===== src/rtl/uart_pkg.sv =====
// Shared types and constants for the UART receiver slice.
// The PARITY state is only reachable when UART_RX_PARITY_EN is defined.
package uart_pkg;

   localparam int DATA_BITS = 8;

   typedef enum logic [2:0] {
      IDLE,
      START,
      DATA,
      PARITY,
      STOP
   } rx_state_t;

   // Integer number of system clocks in one bit period.
   function automatic int calc_clks_per_bit(input int clk_freq, input int baud);
      return clk_freq / baud;
   endfunction

endpackage


===== src/rtl/uart_baud_tick.sv =====
// Bit-period counter for the UART receiver.
// Counts from zero after restart and pulses tick when it reaches either the
// half-bit or the full-bit target, then starts the next period from zero.
module uart_baud_tick #(
   parameter int CLKS_PER_BIT = 10
) (
   input  logic clk,
   input  logic rst_n,
   input  logic restart,
   input  logic half,
   output logic tick
);
   import uart_pkg::*;

   localparam int HALF_BIT = CLKS_PER_BIT / 2;
   localparam int CNT_W    = $clog2(CLKS_PER_BIT + 1);

   logic [CNT_W-1:0] count;
   logic [CNT_W-1:0] target;

   assign target = half ? CNT_W'(HALF_BIT - 1) : CNT_W'(CLKS_PER_BIT - 1);
   assign tick   = !restart && (count == target);

   // Free-running period counter, held at zero while restart is asserted.
   always_ff @(posedge clk or negedge rst_n) begin
      if (!rst_n) begin
         count <= '0;
      end else if (restart || tick) begin
         count <= '0;
      end else begin
         count <= count + CNT_W'(1);
      end
   end

endmodule


===== src/rtl/uart_rx.sv =====
// UART receiver: 8N1 by default, 8E1 when UART_RX_PARITY_EN is defined.
// Start bit is confirmed at its centre; every later bit is sampled one bit
// period after the previous sample. Only good frames update data_out.
module uart_rx #(
   parameter int CLK_FREQ = 100_000_000,
   parameter int BAUD     = 9600
) (
   input  logic       clk,
   input  logic       rst_n,
   input  logic       rx,
   output logic [7:0] data_out,
   output logic       data_valid,
   output logic       frame_error
);
   import uart_pkg::*;

   localparam int CLKS_PER_BIT = calc_clks_per_bit(CLK_FREQ, BAUD);
   localparam int BIT_CNT_W    = $clog2(DATA_BITS);

   rx_state_t state;
   rx_state_t state_next;

   logic                 rx_meta;
   logic                 rx_sync;
   logic                 rx_prev;
   logic                 tick;
   logic                 restart;
   logic                 half;
   logic                 shift_en;
   logic                 clr_bits;
   logic                 stop_eval;
   logic                 frame_ok;
   logic [BIT_CNT_W-1:0] bit_cnt;
   logic [DATA_BITS-1:0] shift_reg;
`ifdef UART_RX_PARITY_EN
   logic                 parity_en;
   logic                 parity_bit;
`endif

   uart_baud_tick #(
      .CLKS_PER_BIT(CLKS_PER_BIT)
   ) u_baud_tick (
      .clk    (clk),
      .rst_n  (rst_n),
      .restart(restart),
      .half   (half),
      .tick   (tick)
   );

   // Two-flop synchronizer plus a delayed copy for falling-edge detection;
   // all flops reset to the idle-high line level.
   always_ff @(posedge clk or negedge rst_n) begin
      if (!rst_n) begin
         rx_meta <= 1'b1;
         rx_sync <= 1'b1;
         rx_prev <= 1'b1;
      end else begin
         rx_meta <= rx;
         rx_sync <= rx_meta;
         rx_prev <= rx_sync;
      end
   end

   // FSM state register.
   always_ff @(posedge clk or negedge rst_n) begin
      if (!rst_n) begin
         state <= IDLE;
      end else begin
         state <= state_next;
      end
   end

   // Next-state and control decode; nothing happens between bit-period ticks.
   always_comb begin
      state_next = state;
      restart    = 1'b0;
      half       = 1'b0;
      shift_en   = 1'b0;
      clr_bits   = 1'b0;
      stop_eval  = 1'b0;
`ifdef UART_RX_PARITY_EN
      parity_en  = 1'b0;
`endif
      case (state)
         IDLE: begin
            restart = 1'b1;
            if (rx_prev && !rx_sync) begin
               state_next = START;
               clr_bits   = 1'b1;
            end
         end
         START: begin
            half = 1'b1;
            if (tick) begin
               if (!rx_sync) begin
                  state_next = DATA;
                  clr_bits   = 1'b1;
               end else begin
                  state_next = IDLE;
               end
            end
         end
         DATA: begin
            if (tick) begin
               shift_en = 1'b1;
               if (bit_cnt == BIT_CNT_W'(DATA_BITS - 1)) begin
`ifdef UART_RX_PARITY_EN
                  state_next = PARITY;
`else
                  state_next = STOP;
`endif
               end
            end
         end
`ifdef UART_RX_PARITY_EN
         PARITY: begin
            if (tick) begin
               parity_en  = 1'b1;
               state_next = STOP;
            end
         end
`endif
         STOP: begin
            if (tick) begin
               stop_eval  = 1'b1;
               state_next = IDLE;
            end
         end
         default: begin
            state_next = IDLE;
         end
      endcase
   end

   // Bit counter and LSB-first shift register.
   always_ff @(posedge clk or negedge rst_n) begin
      if (!rst_n) begin
         bit_cnt   <= '0;
         shift_reg <= '0;
      end else begin
         if (clr_bits) begin
            bit_cnt <= '0;
         end else if (shift_en) begin
            bit_cnt <= bit_cnt + BIT_CNT_W'(1);
         end
         if (shift_en) begin
            shift_reg <= {rx_sync, shift_reg[DATA_BITS-1:1]};
         end
      end
   end

`ifdef UART_RX_PARITY_EN
   // Captured parity bit; even parity means data plus parity has an even number of ones.
   always_ff @(posedge clk or negedge rst_n) begin
      if (!rst_n) begin
         parity_bit <= 1'b0;
      end else if (parity_en) begin
         parity_bit <= rx_sync;
      end
   end

   assign frame_ok = rx_sync && !(^{shift_reg, parity_bit});
`else
   assign frame_ok = rx_sync;
`endif

   // Output stage: one-cycle pulses; data_out only changes on a good frame.
   always_ff @(posedge clk or negedge rst_n) begin
      if (!rst_n) begin
         data_out    <= 8'h00;
         data_valid  <= 1'b0;
         frame_error <= 1'b0;
      end else begin
         data_valid  <= 1'b0;
         frame_error <= 1'b0;
         if (stop_eval) begin
            if (frame_ok) begin
               data_out   <= shift_reg;
               data_valid <= 1'b1;
            end else begin
               frame_error <= 1'b1;
            end
         end
      end
   end

endmodule


===== config.mk =====
export PLATFORM = sky130hd
export DESIGN_NAME = uart_rx
export DESIGN_NICKNAME = d
export VERILOG_FILES = /design/src/rtl/uart_pkg.sv /design/src/rtl/uart_baud_tick.sv /design/src/rtl/uart_rx.sv
export SDC_FILE = /design/constraint.sdc
export NUM_CORES = 1
export LEC_CHECK = 0
export ABC_CLOCK_PERIOD_IN_PS = 3800
export CORE_MARGIN = 2
export CORE_UTILIZATION = 57
export DETAILED_ROUTE_END_ITERATION = 8
export PLACE_DENSITY = 0.78
export SYNTH_ARGS = -nofsm -noshare
export SYNTH_HDL_FRONTEND = slang
export SYNTH_HIERARCHICAL = 1
export SYNTH_SLANG_ARGS = --single-unit

===== constraint.sdc =====
create_clock -name clk -period 3.8 [get_ports clk]
set_clock_uncertainty 0.05 [all_clocks]
set_input_delay 0.76 -clock clk [delete_from_list [all_inputs] [get_ports clk]]
set_output_delay 0.76 -clock clk [all_outputs]
set_load 0.02 [all_outputs]

==> impl_metrics.tcl, run 1 <==
set metrics [dict create \
    whs_path_depth 0 \
    globalRouteOverflowTotal 0 \
    nFillCells 240 \
    sink_count_of_the_clock_tree 41 \
    synthesis.area_per_instance_sq_um 12.4 \
    post_route_drc_violation_count 0 \
    average_vias_per_placed_instance 5.40 \
    worstSetupEndpointType "register" \
    htreeDepth 2 \
    worst-endpoint-arrival_ps 2970 \
    yosys-top-cells-area "sky130_fd_sc_hd__dfrtp_1 51%, sky130_fd_sc_hd__mux2_4 6.4%, sky130_fd_sc_hd__xnor2_1 5.1%" \
    final_min_period_over_clock_period_pct 73.2 \
    maxCapViolations 0 \
    timing_max_transition_violations_final 0 \
    setup_total_negative_slack_ps 0 \
    timing.max_slew.rel_slack_pct 41.4 \
    wirelength_um 3120 \
    yosysWarnings 6 \
    reg2regPathDepth 8 \
    critical_path_type "reg -> reg" \
    antenna_found_initial 0 \
    die_h_um 61.3 \
    netlist_area_sq_mm 0.00187 \
    finalSetupViolations 0 \
    n_antenna_cell 0 \
    globalplace.congestion 0.790 \
    share_comb_of_total_power_pct 10.8 \
    timing.critical_path.slowest_cell_delay_ps 500 \
    yosys.area.top_type "sky130_fd_sc_hd__dfrtp_1" \
    power-per-cell-area_mw_per_mm2 408 \
    initial_core_util_pct 60.8 \
    report.power.total_mw 0.847 \
    outcome "complete, no violations" \
    crit_required_ps 3990 \
    cts_max_path_buffers 2 \
    worst_path_most_repeated_cell "sky130_fd_sc_hd__and4bb_2" \
    critPathLaunchType "register" \
    design.final.nets 172 \
    first_global_vias 1129 \
    holdBufCountCts 0 \
    finalWorstPathRequiredPeriod_ps 2780 \
    critPathSlowestCell "sky130_fd_sc_hd__dfrtp_1" \
    dr_total_vias 1139 \
    p_sw_mw 0.232 \
    drt_iter0_drc 27 \
    syn_nets 157 \
    slew_at_the_pin_closest_to_its_max_slew_limit_ps 880 \
    internal_power_mw 0.615 \
    buffer_ports.inserted 12 \
    post-cts-setup-buffers 0 \
    path_clk_slew_ps 120 \
    number_of_flip_flops_in_the_largest_register 14 \
    multi_input_comb_area_sq_um 769 \
    clockRootBuffer "sky130_fd_sc_hd__clkbuf_4" \
    final-hold-violation-count 0 \
    placementRows 20 \
    p_clk_share_pct 29.7 \
    clk_latency_ps 350 \
    yosysMostFrequentCell "sky130_fd_sc_hd__dfrtp_1" \
    max_freq_mhz 359 \
    yosysSeqAreaShare_pct 55.0 \
    synth_ff_type "sky130_fd_sc_hd__dfrtp_1" \
    tritoncts "yes" \
    area_growth_from_synthesis_to_layout_pct 11.0 \
    power.share.switching_pct 27.4 \
    fp.coreArea_sq_mm 0.00308 \
    unrepaired_setup_endpoints_after_global_routing "false" \
    synth_largest_type_area_fraction_pct 50.8 \
    yosys.cell_types.count 34 \
    number_of_register_bits_inferred_by_synthesis 41 \
    critical_path.cell_chain "inv_1, nor3_1, and4bb_2, a22oi_1, nor4_1, buf_4, and4bb_2, mux2_2" \
    hold_class "reg -> reg" \
    io-pin-count 13 \
    cts_repair_resize_count 0 \
    post_route_cells_drive_above_1_share_pct 21.0 \
    cts-buffers-inserted 5 \
    sequential_cell_area_sq_mm 0.00103 \
    global_route.usage.total_pct 20.2 \
    dp.final_hpwl_um 2150 \
    number_of_cells_produced_by_synthesis 151 \
    peak_supply_drop_v 0.000329 \
    wire_length_per_cell_after_detailed_routing_um 14.8 \
    p_leak_nw 0.966 \
    synth_commonest_cells "38 x sky130_fd_sc_hd__dfrtp_1, 20 x sky130_fd_sc_hd__nor2_1, 11 x sky130_fd_sc_hd__xnor2_1" \
    number_of_flops_mapped_to_enable_cells_by_yosys 0 \
    path_max_fanout 11 \
    power.sequential.fraction_pct 59.5 \
    die-width_um 61.3 \
    grt_max_degree 42 \
    drt_pass1_iterations 4 \
    ant_nets 0 \
    grt_pass1_wl_um 5320 \
    synth-async-reset-ratio_pct 100 \
    die-area_sq_mm 0.00376 \
]
## stage by stage
step / hold slack [ps] / std cells / worst slack [ps] / cell area, sq um / util, %
after floorplan: 295 / 151 / 1050 / 1870 / -
after global placement: 296 / 203 / 1230 / 2000 / 65.1
after detailed placement: 304 / 203 / 1060 / 2000 / 65.1
after CTS: 321 / 211 / 1030 / 2080 / 67.5
after global routing: 326 / 211 / 794 / 2080 / 67.5
final: 318 / 211 / 1020 / 2080 / 67.5
## kinds of logic (layout without fill, tap and decap cells)
group	after synthesis	after routing	synth area share, %
buf+inv	12	28	3.88
xor+xnor	13	13	6.08
mux	20	20	13.4
compound gates	6	6	2.54
flops	41	41	55.0
fa+ha+maj	3	3	2.01
simple gates	56	56	17.1
## final cells by class
class / count / area share, %
timing repair buffer: 13 / 5.90
clock buffer: 7 / 3.13
clock inverter: 1 / 0.422
multi-input combinational: 98 / 37.0
sequential: 41 / 49.6
tap: 44 / 2.65
inverter: 7 / 1.27
## final timing paths
kind	slack, ps	end	from
max in group asynchronous	2690	u_baud_tick/count[5]	rst_n
worst min-delay path	320	frame_ok	rx_meta
worst max-delay path	1020	shift_reg[5]	state[0]
worst min register to register	320	frame_ok	rx_meta
min in group asynchronous	460	data_out[1]	rst_n
worst max register to register	1020	shift_reg[5]	state[0]
## routing by layer
metal | vias to the layer above | share of wire [%] | track usage, %
met4 | 0 | 0.77 | 6.83
met3 | 4 | 2.8 | 6.30
li1 | 553 | - | -
met2 | 14 | 48 | 31.3
met5 | - | 0 | 0
met1 | 568 | 49 | 27.0
## critical path, delay by kind of cell, from the launching register on
kind / cells / cell delay [ps]
AO/OA/AOI/OAI: 1 / 100
buffers and inverters: 2 / 290
flip-flops: 1 / 500
multiplexers: 1 / 380
AND/OR/NAND/NOR: 4 / 1340
## layout by cell type, fill, tap and decap left out, types with 2 or more instances in the layout
cell                              instances
sky130_fd_sc_hd__xor2_1                   2
sky130_fd_sc_hd__nor4_1                   5
sky130_fd_sc_hd__nand2_1                  5
sky130_fd_sc_hd__nor3_1                   7
sky130_fd_sc_hd__mux2i_1                  4
sky130_fd_sc_hd__dfstp_2                  3
sky130_fd_sc_hd__clkbuf_8                 2
sky130_fd_sc_hd__inv_1                    7
sky130_fd_sc_hd__dfrtp_1                 38
sky130_fd_sc_hd__ha_1                     3
sky130_fd_sc_hd__nor2_1                  20
sky130_fd_sc_hd__mux2_2                   8
sky130_fd_sc_hd__mux2_4                   8
sky130_fd_sc_hd__a21oi_1                  2
sky130_fd_sc_hd__and4bb_2                 3
sky130_fd_sc_hd__clkdlybuf4s50_1         11
sky130_fd_sc_hd__nand3_1                  5
sky130_fd_sc_hd__xnor2_1                 11
sky130_fd_sc_hd__clkbuf_4                 5
## power by group through the flow
stage | clock (mW) | combinational (mW) | sequential, mW
after global routing | 0.285 | 0.106 | 0.509
after detailed placement | 0 | 0.0916 | 0.510
after floorplan | 0 | 0.0799 | 0.499
final | 0.252 | 0.0917 | 0.503
after CTS | 0.257 | 0.0930 | 0.502
after global placement | 0 | 0.0894 | 0.508
Note: power is estimated with default switching activity, not from simulation.
==> inputs of run 2 (changes only) <==
ABC_CLOCK_PERIOD_IN_PS = 2540   (was 3800)
CORE_UTILIZATION = 52   (was 57)
PLACE_DENSITY = 0.75   (was 0.78)
clock period = 2.54 ns   (was 3.8 ns; I/O delays follow)
==> run 2 against run 1 <==
- total power grew 49%
- global-route usage is 2.7 points lower
- utilization decreased by 4.7 points
- count of clock-buffer cells in the layout decreased by 1
- design area rose by 2.5%
- die area up 9.0%
- clock power rose by 40%
- setup slack worse by 830 ps
- wire length shrank 0.83%
- register-to-register slack worse by 830 ps
- maximum frequency grew 18%
- first-iteration DRC count grew 100%
- highest routed layer unchanged
==> impl_metrics.tcl, run 2 (synthesis results as in run 1) <==
set metrics [dict create \
    outcome "complete, no violations" \
    die-width_um 64.0 \
    r2r_start "state[2]" \
    final-hold-violation-count 0 \
    holdBufCountCts 0 \
    die-area_sq_mm 0.00410 \
    cts-buffers-inserted 5 \
    p_leak_nw 0.991 \
    n_antenna_cell 0 \
    cp-startpoint "state[2]" \
    dp.final_hpwl_um 2130 \
    path_clk_slew_ps 120 \
    reg2reg_to "data_out[2]" \
    worstSetupEndpointType "register" \
    post_route_drc_violation_count 0 \
    first_global_vias 1188 \
    die_h_um 64.0 \
    hold_class "in -> async" \
    path_max_fanout 9 \
    buffer_ports.inserted 12 \
    place_area_sq_mm 0.00205 \
    dr_total_vias 1148 \
    clockRootBuffer "sky130_fd_sc_hd__clkbuf_4" \
    global_route.usage.total_pct 17.5 \
    crit_required_ps 2740 \
    timing.max_slew.rel_slack_pct 42.6 \
    area_growth_from_synthesis_to_layout_pct 13.8 \
    mostFrequentLayoutCells "38 x sky130_fd_sc_hd__dfrtp_1, 20 x sky130_fd_sc_hd__nor2_1, 11 x sky130_fd_sc_hd__xnor2_1, 11 x sky130_fd_sc_hd__clkdlybuf4s50_1" \
    io-pin-count 13 \
    r2r_slack_ps 190 \
    timing_max_transition_violations_final 0 \
    finalWorstPathRequiredPeriod_ps 2350 \
    wire_length_per_cell_after_detailed_routing_um 14.2 \
    grt_max_degree 42 \
    power-per-cell-area_mw_per_mm2 591 \
    post_route_cells_drive_above_1_share_pct 25.0 \
    post-cts-setup-buffers 0 \
    ant_nets 0 \
    globalplace.congestion 0.806 \
    fp.coreArea_sq_mm 0.00339 \
    design.final.nets 177 \
    antenna_found_initial 0 \
    unrepaired_setup_endpoints_after_global_routing "false" \
    number_of_flip_flops_in_the_largest_register 14 \
    globalRouteOverflowTotal 0 \
    final_min_period_over_clock_period_pct 92.5 \
    sink_count_of_the_clock_tree 41 \
    critical_path_type "reg -> reg" \
    finalSetupViolations 0 \
    peak_supply_drop_v 0.000326 \
    tritoncts "yes" \
    grt_pass1_wl_um 5420 \
    worst-endpoint-arrival_ps 2550 \
    wirelength_um 3090 \
    initial_core_util_pct 55.2 \
    placementRows 21 \
    critPathLaunchType "register" \
    cts_max_path_buffers 2 \
    htreeDepth 2 \
    setup_total_negative_slack_ps 0 \
    maxCapViolations 0 \
    max_freq_mhz 425 \
    slew_at_the_pin_closest_to_its_max_slew_limit_ps 861 \
    clk_latency_ps 360 \
    reg2regPathDepth 7 \
    drt_iter0_drc 55 \
    drt_pass1_iterations 4 \
    average_vias_per_placed_instance 5.27 \
    design_area_sq_mm 0.00213 \
    final_common_cell "sky130_fd_sc_hd__dfrtp_1" \
]
==> run 2: cell count changes in the layout (fill, tap and decap cells not counted), sizes merged <==
| cell | delta |
|---|---|
| inv | -1 |
| clkbuf | -1 |
| buf | +5 |
| clkinv | +2 |
==> run 2: critical path, cell delays in order (launching register included) <==
cell,delay (ps)
sky130_fd_sc_hd__dfrtp_1,410
sky130_fd_sc_hd__nor3_2,250
sky130_fd_sc_hd__and4bb_2,260
sky130_fd_sc_hd__a22oi_1,110
sky130_fd_sc_hd__nor4_2,360
sky130_fd_sc_hd__and4bb_1,330
sky130_fd_sc_hd__nand2_4,150
sky130_fd_sc_hd__mux2_4,320
==> run 2: timing repair <==
item / CTS / global route
endpoints found under the hold margin: 0 / 0
endpoints found under the setup margin: 0 / 11
resized for setup: 0 / 3
==> run 2: cell type report <==
cell class                 count  area [sq um]
fill                         274          1260
clock buffer                   6          51.3
clock inverter                 2          13.8
sequential                    41          1030
timing repair buffer          18           160
multi-input combinational     98           791
tap                           46          57.6
inverter                       7          26.3
==> run 2: layer usage <==
| layer | wire length [um] | track usage, % | up-vias |
|---|---|---|---|
| li1 | - | - | 562 |
| met1 | 1430 | 22.4 | 559 |
| met2 | 1480 | 27.0 | 17 |
| met3 | 98 | 4.58 | 10 |
| met4 | 84 | 9.51 | 0 |
| met5 | 0 | 0 | - |
==> run 2: stage by stage <==
| stage | setup WS (ps) | instances | hold slack, ps | power, mW | util [%] |
|---|---|---|---|---|---|
| finish | 189 | 218 | 200 | 1.26 | 62.8 |
| global route | 25.6 | 218 | 277 | 1.33 | 62.8 |
| CTS | 74.3 | 218 | 229 | 1.27 | 62.4 |
| detailed placement | 98.6 | 210 | 299 | 0.919 | 60.5 |
| global placement | 153 | 210 | 297 | 0.910 | 60.5 |
| floorplan | 0.511 | 151 | 162 | 0.868 | - |
==> run 2: power by group <==
group	internal, mW	switching, mW	leakage, nW
Sequential	0.697	0.0548	0.552
Combinational	0.0686	0.0858	0.400
Clock	0.135	0.218	0.0382
==> run 2: worst max path at each step <==
stage                    to  slack, ps  cells after the start
2_1_floorplan  shift_reg[0]        0.5                      8
3_3_place_gp   shift_reg[4]        150                      6
3_5_place_dp   shift_reg[1]        100                      6
4_1_cts        shift_reg[1]         70                      6
5_1_grt         data_out[3]         30                      7
6_report        data_out[2]        190                      7
==> inputs of run 3 (changes only) <==
CELL_PAD_IN_SITES_DETAIL_PLACEMENT = 1   (was not set)
CELL_PAD_IN_SITES_GLOBAL_PLACEMENT = 2   (was not set)
CORE_UTILIZATION = 36   (was 52)
PLACE_DENSITY = not set   (was 0.75)
PLACE_DENSITY_LB_ADDON = 0.1   (was not set)
==> run 3 against run 2 <==
- utilization is 20 points lower
- worst hold slack better by 95 ps
- highest routed layer unchanged
- global-route usage shrank 3.7 points
- design area grew 2.8%
- setup slack improved by 1.7 ps
- largest power group unchanged
- cell count is 11% higher
- register-to-register slack barely moved
- total power up 5.8%
- clock power up 19%
- combinational power rose by 6%
- sequential cell count unchanged
- largest cell class unchanged
- count of clock-buffer cells in the layout unchanged
==> impl_metrics.tcl, run 3 (synthesis results as in run 1) <==
set metrics [dict create \
    outcome "complete, no violations" \
    fp.coreArea_sq_mm 0.00507 \
    dp.final_hpwl_um 2520 \
    post-cts-setup-buffers 0 \
    grt_max_degree 42 \
    ant_nets 0 \
    finish.utilization_pct 43.1 \
    final-hold-violation-count 0 \
    average_vias_per_placed_instance 4.89 \
    initial_core_util_pct 36.9 \
    holdBufCountCts 0 \
    design.final.nets 178 \
    die-width_um 76.1 \
    sequential_cell_area_sq_mm 0.00103 \
    n_antenna_cell 0 \
    global_route.usage.total_pct 13.8 \
    io-pin-count 13 \
    post_route_drc_violation_count 0 \
    dr_total_vias 1188 \
    finalWorstPathRequiredPeriod_ps 2350 \
    buffer_ports.inserted 12 \
    wirelength_um 3560 \
    htreeDepth 2 \
    grt_pass1_wl_um 6290 \
    post_route_cells_drive_above_1_share_pct 24.9 \
    place_area_sq_mm 0.00209 \
    critical_path_type "reg -> reg" \
    nFillCells 554 \
    maxCapViolations 0 \
    crit_required_ps 2670 \
    number_of_flip_flops_in_the_largest_register 14 \
    final_min_period_over_clock_period_pct 92.5 \
    report.power.total_mw 1.33 \
    wire_length_per_cell_after_detailed_routing_um 14.6 \
    drt_iter0_drc 40 \
    worst-endpoint-arrival_ps 2480 \
    cp-startpoint "state[2]" \
    placementRows 26 \
    path_max_fanout 9 \
    unrepaired_setup_endpoints_after_global_routing "false" \
    clockRootBuffer "sky130_fd_sc_hd__clkbuf_8" \
    die_h_um 76.1 \
    tritoncts "yes" \
    cts_max_path_buffers 2 \
    finalSetupViolations 0 \
    die-area_sq_mm 0.00579 \
    critPathLaunchType "register" \
    hold_class "in -> async" \
    multi_input_comb_area_sq_um 791 \
    mostFrequentLayoutCells "38 x sky130_fd_sc_hd__dfrtp_1, 20 x sky130_fd_sc_hd__nor2_1, 11 x sky130_fd_sc_hd__xnor2_1, 11 x sky130_fd_sc_hd__clkdlybuf4s50_1" \
    first_global_vias 1314 \
    r2r_start "state[2]" \
    placement.setup.worst_slack_ps -35.8 \
    worstSetupEndpointType "register" \
    design_area_sq_mm 0.00219 \
    globalRouteOverflowTotal 0 \
    path_clk_slew_ps 80 \
    sink_count_of_the_clock_tree 41 \
    final_common_cell "sky130_fd_sc_hd__dfrtp_1" \
    r2r_slack_ps 190 \
    fin_ws_ps 191 \
    max_freq_mhz 426 \
    slew_at_the_pin_closest_to_its_max_slew_limit_ps 914 \
    drt_pass1_iterations 3 \
    globalplace.congestion 0.772 \
    cts-buffers-inserted 5 \
    peak_supply_drop_v 0.000339 \
    antenna_found_initial 0 \
    p_leak_nw 0.994 \
    power-per-cell-area_mw_per_mm2 608 \
    timing_max_transition_violations_final 0 \
    clk_latency_ps 290 \
    timing.max_slew.rel_slack_pct 39.0 \
    area_growth_from_synthesis_to_layout_pct 17.0 \
]
[run 3: changes by cell type in the layout (fill, tap and decap cells not counted), sizes merged]
cell | previous run | this run
clkinvlp | 0 | 2
buf | 7 | 8
clkinv | 2 | 0
[run 3: layer usage]
layer | track usage, % | vias up | part of all wire [%]
met2 | 20.3 | 17 | 46
met4 | 6.73 | 0 | 2.4
met5 | 0 | - | 0
li1 | - | 562 | -
met3 | 4.03 | 10 | 3.4
met1 | 18.6 | 599 | 49
[run 3: layout make-up]
class / count / area share (%)
flip-flops and latches: 41 / 47.0
repair buffers: 19 / 7.66
clock buffers: 6 / 3.31
well taps: 70 / 4.00
multi-input cells: 98 / 36.1
clock inverters: 2 / 0.686
inverters: 7 / 1.20
[run 3: metrics by stage]
step	std cells	setup TNS, ps	hold WS (ps)
2_1_floorplan	151	0	162
3_5_place_dp	235	-166	304
3_3_place_gp	235	0	298
6_report	243	0	295
5_1_grt	243	0	320
4_1_cts	243	0	316
[run 3: final timing paths]
check                                             to  cells after the start
worst max-delay path                     data_out[4]                      7
max in group asynchronous       u_baud_tick/count[6]                      1
worst min register to register              frame_ok                      0
worst max register to register           data_out[4]                      7
min in group clk                            frame_ok                      0
worst min-delay path                        state[0]                      1
[run 3: report_power, final]
group | switching (mW) | total, mW | internal (mW)
clock | 0.226 | 0.419 | 0.193
combinational | 0.0921 | 0.163 | 0.0705
sequential | 0.0536 | 0.750 | 0.697
[run 3: timing repair]
action	4_1_cts	5_1_grt
pin swaps	0	1
gates resized for setup	1	3
setup endpoints to repair	8	19
[run 3: critical path, stage by stage (launching register included)]
cell and delay, ps:
sky130_fd_sc_hd__dfrtp_1 410, sky130_fd_sc_hd__nor3_4 240, sky130_fd_sc_hd__and4bb_2 250, sky130_fd_sc_hd__a22oi_1 120
sky130_fd_sc_hd__nor4_2 380, sky130_fd_sc_hd__and4bb_2 330, sky130_fd_sc_hd__nand2_4 140, sky130_fd_sc_hd__mux2_4 330
